--- config.mk ---
export PLATFORM = sky130hd
export DESIGN_NAME = seven_seg_capture
export DESIGN_NICKNAME = d
export VERILOG_FILES = /design/src/rtl/seven_seg_capture.sv
export SDC_FILE = /design/constraint.sdc
export NUM_CORES = 1
export LEC_CHECK = 0
export CAP_MARGIN = 20
export CORE_ASPECT_RATIO = 1.5
export CORE_UTILIZATION = 33
export CTS_CLUSTER_DIAMETER = 200
export CTS_CLUSTER_SIZE = 14
export DETAILED_ROUTE_END_ITERATION = 10
export GPL_ROUTABILITY_DRIVEN = 0
export MAX_ROUTING_LAYER = met4
export SLEW_MARGIN = 20
export SYNTH_ARGS = -nofsm -noshare
export SYNTH_HDL_FRONTEND = slang
export SYNTH_SLANG_ARGS = --single-unit
--- constraint.sdc ---
create_clock -name clock -period 2.6 [get_ports clock]
set_clock_uncertainty 0.15 [all_clocks]
set_input_delay 0.52 -clock clock [delete_from_list [all_inputs] [get_ports clock]]
set_output_delay 0.52 -clock clock [all_outputs]
set_load 0.005 [all_outputs]
--- src/rtl/seven_seg_capture.sv ---
// seven_seg_capture
//   Receive side of a multiplexed 7-segment bus. Synchronizes the shared
//   segment lines and active-low anodes, waits for the bus to settle on a
//   single digit, latches that digit's pattern, and decodes it to hex.
// Ports
//   clock, reset_n            : clock and asynchronous active-low reset
//   seg_a..seg_g, seg_dp      : shared segment lines (async to clock)
//   an[NUM_DIGITS]            : active-low digit anodes
//   digit_hex[4*NUM_DIGITS]   : decoded value per digit
//   digit_dp / digit_known    : latched dp, pattern-is-a-hex-glyph flag
//   digit_valid               : digit captured within last TIMEOUT cycles
//   update_strobe/update_index: one-cycle capture pulse and its digit index
//   bus_error                 : one-cycle pulse on entry to >1 anode active
module seven_seg_capture #(
    parameter int unsigned NUM_DIGITS     = 4,
    parameter int unsigned SETTLE         = 4,
    parameter int unsigned TIMEOUT        = 1024,
    parameter bit          SEG_ACTIVE_LOW = 1'b1
) (
    input  logic                      clock,
    input  logic                      reset_n,
    input  logic                      seg_a,
    input  logic                      seg_b,
    input  logic                      seg_c,
    input  logic                      seg_d,
    input  logic                      seg_e,
    input  logic                      seg_f,
    input  logic                      seg_g,
    input  logic                      seg_dp,
    input  logic [NUM_DIGITS-1:0]     an,
    output logic [4*NUM_DIGITS-1:0]   digit_hex,
    output logic [NUM_DIGITS-1:0]     digit_dp,
    output logic [NUM_DIGITS-1:0]     digit_known,
    output logic [NUM_DIGITS-1:0]     digit_valid,
    output logic                      update_strobe,
    output logic [2:0]                update_index,
    output logic                      bus_error
);

    localparam int unsigned CNT_W = $clog2(SETTLE + 1);
    localparam int unsigned TMO_W = $clog2(TIMEOUT);
    localparam int unsigned HEX_W = 4 * NUM_DIGITS;

    localparam logic [CNT_W-1:0] SETTLE_C = CNT_W'(SETTLE);
    localparam logic [TMO_W-1:0] TMO_LOAD = TMO_W'(TIMEOUT - 1);
    // Raw bus level meaning "all segments off"
    localparam logic [7:0]       SEG_OFF  = SEG_ACTIVE_LOW ? 8'hFF : 8'h00;

    localparam logic [2:0] S_IDLE    = 3'd0;
    localparam logic [2:0] S_SETTLE  = 3'd1;
    localparam logic [2:0] S_CAPTURE = 3'd2;
    localparam logic [2:0] S_HOLD    = 3'd3;
    localparam logic [2:0] S_MULTI   = 3'd4;

    // Decode an active-high {g..a} pattern to {known, hex}
    function automatic logic [4:0] decode(input logic [6:0] p);
        logic [4:0] r;
        case (p)
            7'h3F:   r = {1'b1, 4'h0};
            7'h06:   r = {1'b1, 4'h1};
            7'h5B:   r = {1'b1, 4'h2};
            7'h4F:   r = {1'b1, 4'h3};
            7'h66:   r = {1'b1, 4'h4};
            7'h6D:   r = {1'b1, 4'h5};
            7'h7D:   r = {1'b1, 4'h6};
            7'h07:   r = {1'b1, 4'h7};
            7'h7F:   r = {1'b1, 4'h8};
            7'h6F:   r = {1'b1, 4'h9};
            7'h77:   r = {1'b1, 4'hA};
            7'h7C:   r = {1'b1, 4'hB};
            7'h39:   r = {1'b1, 4'hC};
            7'h5E:   r = {1'b1, 4'hD};
            7'h79:   r = {1'b1, 4'hE};
            7'h71:   r = {1'b1, 4'hF};
            default: r = 5'd0;
        endcase
        return r;
    endfunction

    logic [7:0]            seg_raw;
    logic [7:0]            seg_s1_q, seg_s2_q, seg_prev_q;
    logic [NUM_DIGITS-1:0] an_s1_q, an_s2_q, an_prev_q;
    logic [CNT_W-1:0]      cnt_q, cnt_d;
    logic [2:0]            state_q, state_d;
    logic [NUM_DIGITS-1:0] an_cur_q, an_cur_d;

    logic [7:0]            seg_n;
    logic [NUM_DIGITS-1:0] low;
    logic                  none_low, single_low, changed, stable_done, capture;
    logic [2:0]            idx;
    logic [4:0]            dec;

    logic [HEX_W-1:0]      hex_q, hex_d;
    logic [NUM_DIGITS-1:0] dp_q, dp_d, known_q, known_d, valid_q, valid_d;
    logic [TMO_W-1:0]      tmo_q [NUM_DIGITS];
    logic [TMO_W-1:0]      tmo_d [NUM_DIGITS];
    logic                  strobe_q, berr_q;
    logic [2:0]            index_q;

    assign seg_raw = {seg_dp, seg_g, seg_f, seg_e, seg_d, seg_c, seg_b, seg_a};

    // Normalized active-high {dp, g..a} from the synchronized bus
    assign seg_n = SEG_ACTIVE_LOW ? ~seg_s2_q : seg_s2_q;
    assign dec   = decode(seg_n[6:0]);

    // Anode classification
    assign low        = ~an_s2_q;
    assign none_low   = (low == '0);
    assign single_low = !none_low && ((low & (low - NUM_DIGITS'(1))) == '0);

    always_comb begin
        idx = 3'd0;
        for (int unsigned i = 0; i < NUM_DIGITS; i++) begin
            if (low[i]) idx = 3'(i);
        end
    end

    // Stability counter over the whole synchronized bus
    assign changed     = (an_s2_q != an_prev_q) || (seg_s2_q != seg_prev_q);
    assign cnt_d       = changed ? '0 : ((cnt_q == SETTLE_C) ? cnt_q : cnt_q + CNT_W'(1));
    assign stable_done = (cnt_d == SETTLE_C);

    // Next-state logic
    always_comb begin
        state_d  = state_q;
        an_cur_d = an_cur_q;
        case (state_q)
            S_IDLE: begin
                if (single_low) begin
                    state_d  = S_SETTLE;
                    an_cur_d = an_s2_q;
                end else if (!none_low) begin
                    state_d = S_MULTI;
                end
            end
            S_SETTLE, S_HOLD: begin
                if (an_s2_q != an_cur_q) begin
                    if (none_low) begin
                        state_d = S_IDLE;
                    end else if (single_low) begin
                        state_d  = S_SETTLE;
                        an_cur_d = an_s2_q;
                    end else begin
                        state_d = S_MULTI;
                    end
                end else if (state_q == S_SETTLE && stable_done) begin
                    state_d = S_CAPTURE;
                end
            end
            S_CAPTURE: state_d = S_HOLD;
            S_MULTI: begin
                if (none_low) begin
                    state_d = S_IDLE;
                end else if (single_low) begin
                    state_d  = S_SETTLE;
                    an_cur_d = an_s2_q;
                end
            end
            default: state_d = S_IDLE;
        endcase
    end

    // Capture is registered on the edge that enters CAPTURE
    assign capture = (state_d == S_CAPTURE);

    // Per-digit latch and timeout; a capture overrides a simultaneous expiry
    always_comb begin
        hex_d   = hex_q;
        dp_d    = dp_q;
        known_d = known_q;
        valid_d = valid_q;
        tmo_d   = tmo_q;
        for (int unsigned i = 0; i < NUM_DIGITS; i++) begin
            if (capture && idx == 3'(i)) begin
                hex_d[4*i +: 4] = dec[3:0];
                known_d[i]      = dec[4];
                dp_d[i]         = seg_n[7];
                tmo_d[i]        = TMO_LOAD;
                valid_d[i]      = 1'b1;
            end else begin
                tmo_d[i]   = (tmo_q[i] != '0) ? tmo_q[i] - TMO_W'(1) : '0;
                valid_d[i] = (tmo_d[i] != '0);
            end
        end
    end

    always_ff @(posedge clock or negedge reset_n) begin
        if (!reset_n) begin
            seg_s1_q   <= SEG_OFF;
            seg_s2_q   <= SEG_OFF;
            seg_prev_q <= SEG_OFF;
            an_s1_q    <= '1;
            an_s2_q    <= '1;
            an_prev_q  <= '1;
            cnt_q      <= '0;
            state_q    <= S_IDLE;
            an_cur_q   <= '1;
            hex_q      <= '0;
            dp_q       <= '0;
            known_q    <= '0;
            valid_q    <= '0;
            for (int unsigned i = 0; i < NUM_DIGITS; i++) tmo_q[i] <= '0;
            strobe_q   <= 1'b0;
            index_q    <= 3'd0;
            berr_q     <= 1'b0;
        end else begin
            seg_s1_q   <= seg_raw;
            seg_s2_q   <= seg_s1_q;
            seg_prev_q <= seg_s2_q;
            an_s1_q    <= an;
            an_s2_q    <= an_s1_q;
            an_prev_q  <= an_s2_q;
            cnt_q      <= cnt_d;
            state_q    <= state_d;
            an_cur_q   <= an_cur_d;
            hex_q      <= hex_d;
            dp_q       <= dp_d;
            known_q    <= known_d;
            valid_q    <= valid_d;
            tmo_q      <= tmo_d;
            strobe_q   <= capture;
            index_q    <= capture ? idx : 3'd0;
            berr_q     <= (state_d == S_MULTI) && (state_q != S_MULTI);
        end
    end

    assign digit_hex     = hex_q;
    assign digit_dp      = dp_q;
    assign digit_known   = known_q;
    assign digit_valid   = valid_q;
    assign update_strobe = strobe_q;
    assign update_index  = index_q;
    assign bus_error     = berr_q;

endmodule

==> flow_summary.html, run 1 <==
<table>
<tr><th>Metric</th><th>Value</th></tr>
<tr><th colspan="2">Run status</th></tr>
<tr><td>Run status</td><td>complete, no violations</td></tr>
<tr><th colspan="2">Finish</th></tr>
<tr><td>Non-filler cells, final</td><td>789</td></tr>
<tr><td>Fill cell instance count of the final layout</td><td>between 1500 and 2000</td></tr>
<tr><td>Share of layout cells above drive strength 1</td><td>between 20% and 30%</td></tr>
<tr><td>Net count reported at finish</td><td>between 500 and 600</td></tr>
<tr><td>Leading cell type in the layout, fill and taps excluded</td><td>sky130_fd_sc_hd__dfrtp_1</td></tr>
<tr><td>Leading cell types in the layout, fill and taps excluded</td><td>sky130_fd_sc_hd__dfrtp_1 (78), sky130_fd_sc_hd__clkdlybuf4s50_1 (44), sky130_fd_sc_hd__dfstp_2 (40), sky130_fd_sc_hd__nand2_1 (33), sky130_fd_sc_hd__buf_4 (33)</td></tr>
<tr><td>P&amp;R area growth vs syn</td><td>29.41%</td></tr>
<tr><td>Diodes inserted</td><td>0</td></tr>
<tr><td>Final instance area</td><td>0.007009 mm2</td></tr>
<tr><th colspan="2">Critical path</th></tr>
<tr><td>Crit path buffers/inverters</td><td>2</td></tr>
<tr><td>Cell with the biggest individual delay on the critical path</td><td>sky130_fd_sc_hd__or4_4</td></tr>
<tr><td>Worst reg2reg path startpoint</td><td>cnt_q[0]$_DFF_PN0_</td></tr>
<tr><td>Sort of element at the end of the critical path</td><td>flop</td></tr>
<tr><td>Worst EP arrival</td><td>2.72 ns</td></tr>
<tr><td>Setup crit start</td><td>cnt_q[0]$_DFF_PN0_</td></tr>
<tr><td>Cell breakdown of the critical path</td><td>inv_2 -&gt; ha_4 -&gt; or3b_4 -&gt; a311oi_2 -&gt; nand4_2 -&gt; or4_4 -&gt; buf_6 -&gt; mux2_4</td></tr>
<tr><td>Crit path required time</td><td>about 2.7 ns</td></tr>
<tr><td>Crit Path Max Fanout</td><td>6</td></tr>
<tr><td>Startpoint kind of the worst setup timing path</td><td>flop</td></tr>
<tr><td>Crit Path Category</td><td>reg -&gt; reg</td></tr>
<tr><td>Largest stage delay, worst path</td><td>0.44 ns</td></tr>
<tr><td>Delay-heaviest family, CP</td><td>simple AND/OR/NAND/NOR gates</td></tr>
<tr><th colspan="2">Clock network</th></tr>
<tr><td>Number of H-tree levels</td><td>4</td></tr>
<tr><td>TritonCTS clock tree</td><td>built</td></tr>
<tr><td>Clock sink count</td><td>around 120</td></tr>
<tr><td>TritonCTS buffer count</td><td>17</td></tr>
<tr><td>Clk slew on worst S/H paths</td><td>0.05 ns</td></tr>
<tr><td>Number of buffers between clock root and the deepest sink</td><td>2</td></tr>
<tr><td>Insertion delay to the later sink of the worst-skew pair</td><td>0.41 ns</td></tr>
<tr><td>CTS Root Cell</td><td>sky130_fd_sc_hd__clkbuf_16</td></tr>
<tr><th colspan="2">STA</th></tr>
<tr><td>Total negative slack for setup checks</td><td>0 ns</td></tr>
<tr><td>Post-route minimum period</td><td>approximately 2.6 ns</td></tr>
<tr><td>Tcrit/Tclk final</td><td>99.03%</td></tr>
<tr><td>RSZ-0062 raised after global routing</td><td>yes</td></tr>
<tr><td>Number of pins with negative max-slew slack in the final report</td><td>0</td></tr>
<tr><td>Least-Margin Pin Slew</td><td>between 0.6 and 0.7 ns</td></tr>
<tr><td>Number of setup violations in the final report</td><td>0</td></tr>
<tr><td>Hold_ws</td><td>0.2009 ns</td></tr>
<tr><td>Number of hold violations in the final report</td><td>0</td></tr>
<tr><td>Maximum clock frequency</td><td>388.4 MHz</td></tr>
<tr><td>Worst-case headroom to the max-slew limit</td><td>a little under three fifths</td></tr>
<tr><th colspan="2">Place</th></tr>
<tr><td>Total placed instance area</td><td>0.006331 mm2</td></tr>
<tr><td>Count of input and output buffers</td><td>45</td></tr>
<tr><td>Number of placed instances, taps included</td><td>752</td></tr>
<tr><td>Post-DP HPWL</td><td>7.948 mm</td></tr>
<tr><th colspan="2">Pwr</th></tr>
<tr><td>Tot Pwr</td><td>0.004615 W</td></tr>
<tr><td>Leakage</td><td>3.314 nW</td></tr>
<tr><td>IR drop worst, VDD</td><td>roughly 0.36 mV</td></tr>
<tr><td>PwrDens</td><td>658.4 mW/mm2</td></tr>
<tr><th colspan="2">Run</th></tr>
<tr><td>Max capacitance violation total</td><td>0</td></tr>
<tr><th colspan="2">Global routing</th></tr>
<tr><td>Gr usage total</td><td>14.97%</td></tr>
<tr><td>Via count of the first global-routing pass</td><td>3980</td></tr>
<tr><td>Maximum number of pins on one net before global-route repair</td><td>between 40 and 50</td></tr>
<tr><td>Remaining global-route overflow</td><td>0</td></tr>
<tr><td>Wire length of the first global-routing pass</td><td>19.51 mm</td></tr>
<tr><td>Number of antenna violations at the first check in global routing</td><td>0</td></tr>
<tr><th colspan="2">Drt</th></tr>
<tr><td>Initial drt markers</td><td>142</td></tr>
<tr><td>1st-pass router iterations</td><td>5</td></tr>
<tr><td>Drt via density</td><td>4.930</td></tr>
<tr><td>Post-detailed-route DRC marker count</td><td>0</td></tr>
<tr><td>Total routed wirelength</td><td>~12 mm</td></tr>
<tr><td>Via count</td><td>3890</td></tr>
<tr><td>Antenna violation net count after detailed routing</td><td>0</td></tr>
<tr><td>Wire per inst</td><td>roughly 15 um</td></tr>
<tr><th colspan="2">Floorplan</th></tr>
<tr><td>Area of the core</td><td>between 0.015 and 0.02 mm2</td></tr>
<tr><td>Starting Density</td><td>~34%</td></tr>
<tr><td>Area of the die</td><td>0.01694 mm2</td></tr>
<tr><td>Die outline height</td><td>158.9 um</td></tr>
<tr><td>Row count</td><td>57</td></tr>
<tr><td>Die outline width</td><td>106.6 um</td></tr>
<tr><td>Count of pins on the block boundary</td><td>47</td></tr>
<tr><th colspan="2">Logic synthesis</th></tr>
<tr><td>Post-synthesis async set-or-reset flop share</td><td>100.0%</td></tr>
<tr><td>YS warnings</td><td>0</td></tr>
<tr><td>Share of the yosys chip area belonging to registers</td><td>55.44%</td></tr>
<tr><td>Cell count after synthesis</td><td>487</td></tr>
<tr><td>Synthesis-stage register bit count</td><td>118</td></tr>
<tr><td>Count of flip-flops with a built-in enable after synthesis</td><td>0</td></tr>
<tr><td>Nets in the synthesized netlist</td><td>about 510</td></tr>
<tr><td>Area of the mapped netlist</td><td>0.005416 mm2</td></tr>
<tr><td>Average size of a mapped cell</td><td>~11 um2</td></tr>
<tr><td>Most common flop cell mapped by yosys</td><td>sky130_fd_sc_hd__dfrtp_1</td></tr>
<tr><td>Number of distinct library cells after synthesis</td><td>59</td></tr>
<tr><th colspan="2">Worst hold path</th></tr>
<tr><td>Class of the worst hold path</td><td>reg -&gt; reg</td></tr>
<tr><td>Worst hold path startpoint</td><td>seg_s1_q[4]$_DFF_PN1_</td></tr>
</table>
==> path summary, 6_finish.rpt <==
kind	endpoint	slack, ns	cells after the start
worst min register to register	seg_s2_q[4]$_DFF_PN1_	0.20	0
max in group asynchronous	an_cur_q[0]$_DFFE_PN1P_	1.11	3
worst min-delay path	seg_s2_q[4]$_DFF_PN1_	0.20	0
worst max-delay path	digit_hex[3]$_DFFE_PN0P_	0.03	8
worst max register to register	digit_hex[3]$_DFFE_PN0P_	0.03	8
min in group asynchronous	cnt_q[2]$_DFF_PN0_	0.52	2
==> report_power, final <==
| group | switching [W] | internal (W) | total, W |
|---|---|---|---|
| combinational | 0.000230 | 0.000179 | 0.000409 |
| clock | 0.000806 | 0.00139 | 0.00220 |
| sequential | 0.0000557 | 0.00195 | 0.00201 |
| total | 0.00109 | 0.00352 | 0.00461 |
==> per-layer routing <==
| metal | vias up | GRT usage (%) | routed length, um |
|---|---|---|---|
| li1 | 1863 | - | - |
| met1 | 1924 | 17.55 | 4978 |
| met2 | 84 | 24.55 | 5857 |
| met3 | 19 | 3.284 | 405 |
| met4 | 0 | 6.289 | 291 |
| met5 | - | - | 0 |
==> layout make-up <==
type / count / area [um2] / share of cell area (%)
Multi-Input combinational cell: 318 / 2246 / 32.04
Inverter: 30 / 112.6 / 1.607
Clock buffer: 24 / 483.0 / 6.890
Timing Repair Buffer: 85 / 834.6 / 11.91
Clock inverter: 8 / 72.57 / 1.035
Tap cell: 206 / 257.7 / 3.677
Sequential cell: 118 / 3003 / 42.84
==> kinds of logic after synthesis <==
group                      synth area share [%]
other                                   0.06923
DFF                                       55.44
adders and majority gates                 1.571
muxes                                     6.953
xor gates and xnor gates                  7.115
AOI/OAI and AO/OA                         8.224
and+or+nand+nor                           16.36
buffers and inverters                     4.273
==> sequential cells by signal (all words and copies together) (netlist names), 8 cells and up <==
name        count
digit_hex      16
seg_prev_q      8
seg_s1_q        8
seg_s2_q        8
tmo_q          40
==> cells in the mapped netlist (8+ instances only) <==
master | number | area [um2]
sky130_fd_sc_hd__clkbuf_1 | 10 | 37.54
sky130_fd_sc_hd__o21ai_1 | 29 | 145.1
sky130_fd_sc_hd__or4_1 | 8 | 60.06
sky130_fd_sc_hd__mux2i_1 | 17 | 170.2
sky130_fd_sc_hd__dfrtp_1 | 78 | 1952
sky130_fd_sc_hd__xnor2_1 | 17 | 148.9
sky130_fd_sc_hd__dfstp_2 | 40 | 1051
sky130_fd_sc_hd__a21oi_1 | 16 | 80.08
sky130_fd_sc_hd__xor2_1 | 27 | 236.5
sky130_fd_sc_hd__inv_1 | 30 | 112.6
sky130_fd_sc_hd__nor2_1 | 27 | 101.4
sky130_fd_sc_hd__mux2_1 | 12 | 135.1
sky130_fd_sc_hd__nand2b_1 | 12 | 75.07
sky130_fd_sc_hd__nor4_1 | 8 | 50.05
sky130_fd_sc_hd__nand2_1 | 33 | 123.9
sky130_fd_sc_hd__nor3_1 | 17 | 85.08
==> through the flow <==
stage / setup slack [ns] / utilization, %
global route: -0.06051 / 43.49
finish: 0.02522 / 43.49
CTS: -0.001810 / 42.92
floorplan: 0.01174 / -
global placement: 0.02485 / 39.28
detailed placement: -0.04205 / 39.28
==> timing repair <==
item | CTS | global route
gates cloned | 0 | 1
pin swaps | 2 | 2
gates resized for setup | 4 | 13
setup endpoints to repair | 15 | 19
buffers inserted | 1 | 4
hold buffers | 1 | 0
endpoints found under the hold margin | 14 | 0
Power figures use the tool's default switching activity.
==> inputs of run 2 (changes only) <==
--- a/config.mk
+++ b/config.mk
@@ -6,7 +6,6 @@
 export NUM_CORES = 1
 export LEC_CHECK = 0
 export CAP_MARGIN = 20
-export CORE_ASPECT_RATIO = 1.5
 export CORE_UTILIZATION = 33
 export CTS_CLUSTER_DIAMETER = 200
 export CTS_CLUSTER_SIZE = 14
==> flow_summary.html, run 2 (synthesis gave the netlist of run 1 again) <==
<table>
<tr><th>Metric</th><th>Value</th></tr>
<tr><th colspan="2">Drt</th></tr>
<tr><td>Post-detailed-route DRC marker count</td><td>0</td></tr>
<tr><td>Wire per inst</td><td>between 10 and 15 um</td></tr>
<tr><td>Via count</td><td>3817</td></tr>
<tr><td>1st-pass router iterations</td><td>4</td></tr>
<tr><td>Antenna violation net count after detailed routing</td><td>0</td></tr>
<tr><td>Drt via density</td><td>4.777</td></tr>
<tr><td>Initial drt markers</td><td>225</td></tr>
<tr><td>Total routed wirelength</td><td>11.09 mm</td></tr>
<tr><th colspan="2">Critical path</th></tr>
<tr><td>Worst Reg2Reg Path Length in Cells</td><td>8</td></tr>
<tr><td>CP Capture Point</td><td>digit_hex[12]$_DFFE_PN0P_</td></tr>
<tr><td>Minimum setup slack among reg-to-reg paths</td><td>0.001 ns</td></tr>
<tr><td>Crit Path Max Fanout</td><td>6</td></tr>
<tr><td>Setup crit start</td><td>cnt_q[0]$_DFF_PN0_</td></tr>
<tr><td>Startpoint kind of the worst setup timing path</td><td>flop</td></tr>
<tr><td>Worst reg2reg path startpoint</td><td>cnt_q[0]$_DFF_PN0_</td></tr>
<tr><td>Crit Reg-Reg Endpoint</td><td>digit_hex[12]$_DFFE_PN0P_</td></tr>
<tr><td>Sort of element at the end of the critical path</td><td>flop</td></tr>
<tr><td>Crit Path Category</td><td>reg -&gt; reg</td></tr>
<tr><td>Crit path required time</td><td>approximately 2.8 ns</td></tr>
<tr><td>Worst EP arrival</td><td>2.75 ns</td></tr>
<tr><th colspan="2">Floorplan</th></tr>
<tr><td>Die outline height</td><td>130.1 um</td></tr>
<tr><td>Die outline width</td><td>between 100 and 150 um</td></tr>
<tr><td>Row count</td><td>46</td></tr>
<tr><td>Starting Density</td><td>33.97%</td></tr>
<tr><td>Count of pins on the block boundary</td><td>47</td></tr>
<tr><td>Area of the core</td><td>approximately 0.016 mm2</td></tr>
<tr><td>Area of the die</td><td>roughly 0.017 mm2</td></tr>
<tr><th colspan="2">Global routing</th></tr>
<tr><td>Wire length of the first global-routing pass</td><td>18.88 mm</td></tr>
<tr><td>Maximum number of pins on one net before global-route repair</td><td>slightly below 60</td></tr>
<tr><td>Gr usage total</td><td>15.23%</td></tr>
<tr><td>Via count of the first global-routing pass</td><td>3814</td></tr>
<tr><td>Number of antenna violations at the first check in global routing</td><td>0</td></tr>
<tr><td>Remaining global-route overflow</td><td>0</td></tr>
<tr><th colspan="2">Clock network</th></tr>
<tr><td>CTS Root Cell</td><td>sky130_fd_sc_hd__clkbuf_16</td></tr>
<tr><td>Number of H-tree levels</td><td>4</td></tr>
<tr><td>Number of buffers between clock root and the deepest sink</td><td>2</td></tr>
<tr><td>Clock sink count</td><td>118</td></tr>
<tr><td>Insertion delay to the later sink of the worst-skew pair</td><td>around 0.42 ns</td></tr>
<tr><td>Clk slew on worst S/H paths</td><td>around 0.060 ns</td></tr>
<tr><td>TritonCTS buffer count</td><td>17</td></tr>
<tr><td>TritonCTS clock tree</td><td>built</td></tr>
<tr><th colspan="2">Pwr</th></tr>
<tr><td>Cell-internal power</td><td>0.003628 W</td></tr>
<tr><td>Power share of the clock group</td><td>49.7%</td></tr>
<tr><td>PwrDens</td><td>682.8 mW/mm2</td></tr>
<tr><td>Net load switching power</td><td>0.001151 W</td></tr>
<tr><td>Combinational Power Share</td><td>8.3%</td></tr>
<tr><td>Switching fraction of total power</td><td>24.09%</td></tr>
<tr><td>Sequential cell fraction of total power</td><td>42.0%</td></tr>
<tr><td>IR drop worst, VDD</td><td>0.4498 mV</td></tr>
<tr><td>Tot Pwr</td><td>roughly 0.0048 W</td></tr>
<tr><td>Leakage</td><td>about 3.3 nW</td></tr>
<tr><th colspan="2">STA</th></tr>
<tr><td>Least-Margin Pin Slew</td><td>0.6173 ns</td></tr>
<tr><td>Worst-case headroom to the max-slew limit</td><td>58.72%</td></tr>
<tr><td>Post-route minimum period</td><td>2.599 ns</td></tr>
<tr><td>Total negative slack for setup checks</td><td>0 ns</td></tr>
<tr><td>Number of pins with negative max-slew slack in the final report</td><td>0</td></tr>
<tr><td>Maximum clock frequency</td><td>384.8 MHz</td></tr>
<tr><td>Number of hold violations in the final report</td><td>0</td></tr>
<tr><td>Tcrit/Tclk final</td><td>99.96%</td></tr>
<tr><td>RSZ-0062 raised after global routing</td><td>yes</td></tr>
<tr><td>Number of setup violations in the final report</td><td>0</td></tr>
<tr><th colspan="2">Finish</th></tr>
<tr><td>Final cell utilization of the core</td><td>between 40% and 50%</td></tr>
<tr><td>Top register by number of flip-flops</td><td>tmo_q</td></tr>
<tr><td>Max FFs per register</td><td>40</td></tr>
<tr><td>Leading cell type in the layout, fill and taps excluded</td><td>sky130_fd_sc_hd__dfrtp_1</td></tr>
<tr><td>Share of layout cells above drive strength 1</td><td>22.98%</td></tr>
<tr><td>P&amp;R area growth vs syn</td><td>29.22%</td></tr>
<tr><td>Leading cell types in the layout, fill and taps excluded</td><td>sky130_fd_sc_hd__dfrtp_1 (78), sky130_fd_sc_hd__clkdlybuf4s50_1 (44), sky130_fd_sc_hd__dfstp_2 (40), sky130_fd_sc_hd__buf_4 (36), sky130_fd_sc_hd__nand2_1 (33)</td></tr>
<tr><td>Diodes inserted</td><td>0</td></tr>
<tr><td>Net count reported at finish</td><td>590</td></tr>
<tr><th colspan="2">Run</th></tr>
<tr><td>Max capacitance violation total</td><td>0</td></tr>
<tr><th colspan="2">Run status</th></tr>
<tr><td>Run status</td><td>complete, no violations</td></tr>
<tr><th colspan="2">Place</th></tr>
<tr><td>Count of input and output buffers</td><td>45</td></tr>
<tr><td>Post-DP HPWL</td><td>between 7 and 8 mm</td></tr>
<tr><th colspan="2">Worst hold path</th></tr>
<tr><td>Depth of the worst hold-timing path</td><td>0</td></tr>
<tr><td>Class of the worst hold path</td><td>reg -&gt; reg</td></tr>
</table>
==> run 2: changes by cell type in the layout (fill, tap and decap cells not counted), sizes merged <==
cell      delta
clkbuf       -6
buf          +1
inv          +3
clkinvlp     -1
bufinv       +1
clkinv       +2
==> run 2: how the worst min path moves through the flow <==
stage | slack, ns | from | to
2_1_floorplan | 0.07 | reset_n | bus_error$_DFF_PN0_
3_3_place_gp | 0.20 | seg_s1_q[7]$_DFF_PN1_ | seg_s2_q[7]$_DFF_PN1_
3_5_place_dp | 0.20 | an_s1_q[0]$_DFF_PN1_ | an_s2_q[0]$_DFF_PN1_
4_1_cts | 0.21 | an_s1_q[0]$_DFF_PN1_ | an_s2_q[0]$_DFF_PN1_
5_1_grt | 0.21 | seg_s1_q[0]$_DFF_PN1_ | seg_s2_q[0]$_DFF_PN1_
6_report | 0.20 | seg_s1_q[0]$_DFF_PN1_ | seg_s2_q[0]$_DFF_PN1_
==> run 2: critical path, cell delays in order (launching register included) <==
cell and delay [ns]:
sky130_fd_sc_hd__dfrtp_1 0.39, sky130_fd_sc_hd__inv_2 0.07, sky130_fd_sc_hd__ha_4 0.16, sky130_fd_sc_hd__or3b_4 0.39, sky130_fd_sc_hd__a311oi_2 0.22, sky130_fd_sc_hd__nand4_2 0.18, sky130_fd_sc_hd__or4_4 0.46, sky130_fd_sc_hd__buf_8 0.16
sky130_fd_sc_hd__mux2_1 0.30
==> run 2: final cells by class <==
cell class,count,area [um2]
sequential,118,3003
multi-input combinational,318,2218
inverter,30,112.6
timing repair buffer,85,787.0
clock buffer,19,464.2
tap,216,270.3
clock inverter,13,143.9
fill,1519,8944
==> run 2: repair_timing <==
item	4_1_cts	5_1_grt
gates resized for setup	4	7
setup endpoints to repair	15	42
endpoints found under the hold margin	17	0
pin swaps	2	1
buffers inserted	0	3
gates cloned	0	0
hold buffers	1	0
==> run 2: power by group through the flow <==
stage,Sequential (W),Combinational [W],Clock [W]
6_report,0.00201,0.000398,0.00238
5_1_grt,0.00201,0.000456,0.00250
4_1_cts,0.00200,0.000403,0.00242
3_5_place_dp,0.00203,0.000399,0
3_3_place_gp,0.00203,0.000386,0
2_1_floorplan,0.00202,0.000261,0
==> run 2: metrics by stage <==
stage	hold WS [ns]	setup slack [ns]	area, um2	cells
3_3_place_gp	0.1954	-0.01146	6314	763
2_1_floorplan	0.07441	0.01174	5419	487
6_report	0.2045	0.001045	6999	799
5_1_grt	0.2084	-0.07996	6999	799
4_1_cts	0.2051	-0.03155	6945	796
3_5_place_dp	0.1968	-0.06336	6314	763
==> run 2: routing by layer <==
| metal | track usage (%) | routed length [um] |
|---|---|---|
| met1 | 18.18 | 5028 |
| met3 | 4.059 | 376 |
| met4 | 6.840 | 221 |
| met5 | - | 0 |
| met2 | 24.09 | 5465 |
==> inputs of run 3 (changes only) <==
--- a/config.mk
+++ b/config.mk
@@ -7,7 +7,6 @@
 export LEC_CHECK = 0
 export CAP_MARGIN = 20
 export CORE_UTILIZATION = 33
-export CTS_CLUSTER_DIAMETER = 200
 export CTS_CLUSTER_SIZE = 14
 export DETAILED_ROUTE_END_ITERATION = 10
 export GPL_ROUTABILITY_DRIVEN = 0
==> results of run 3 <==
Same layout as run 2: the final DEF is identical, and so are final timing and power.
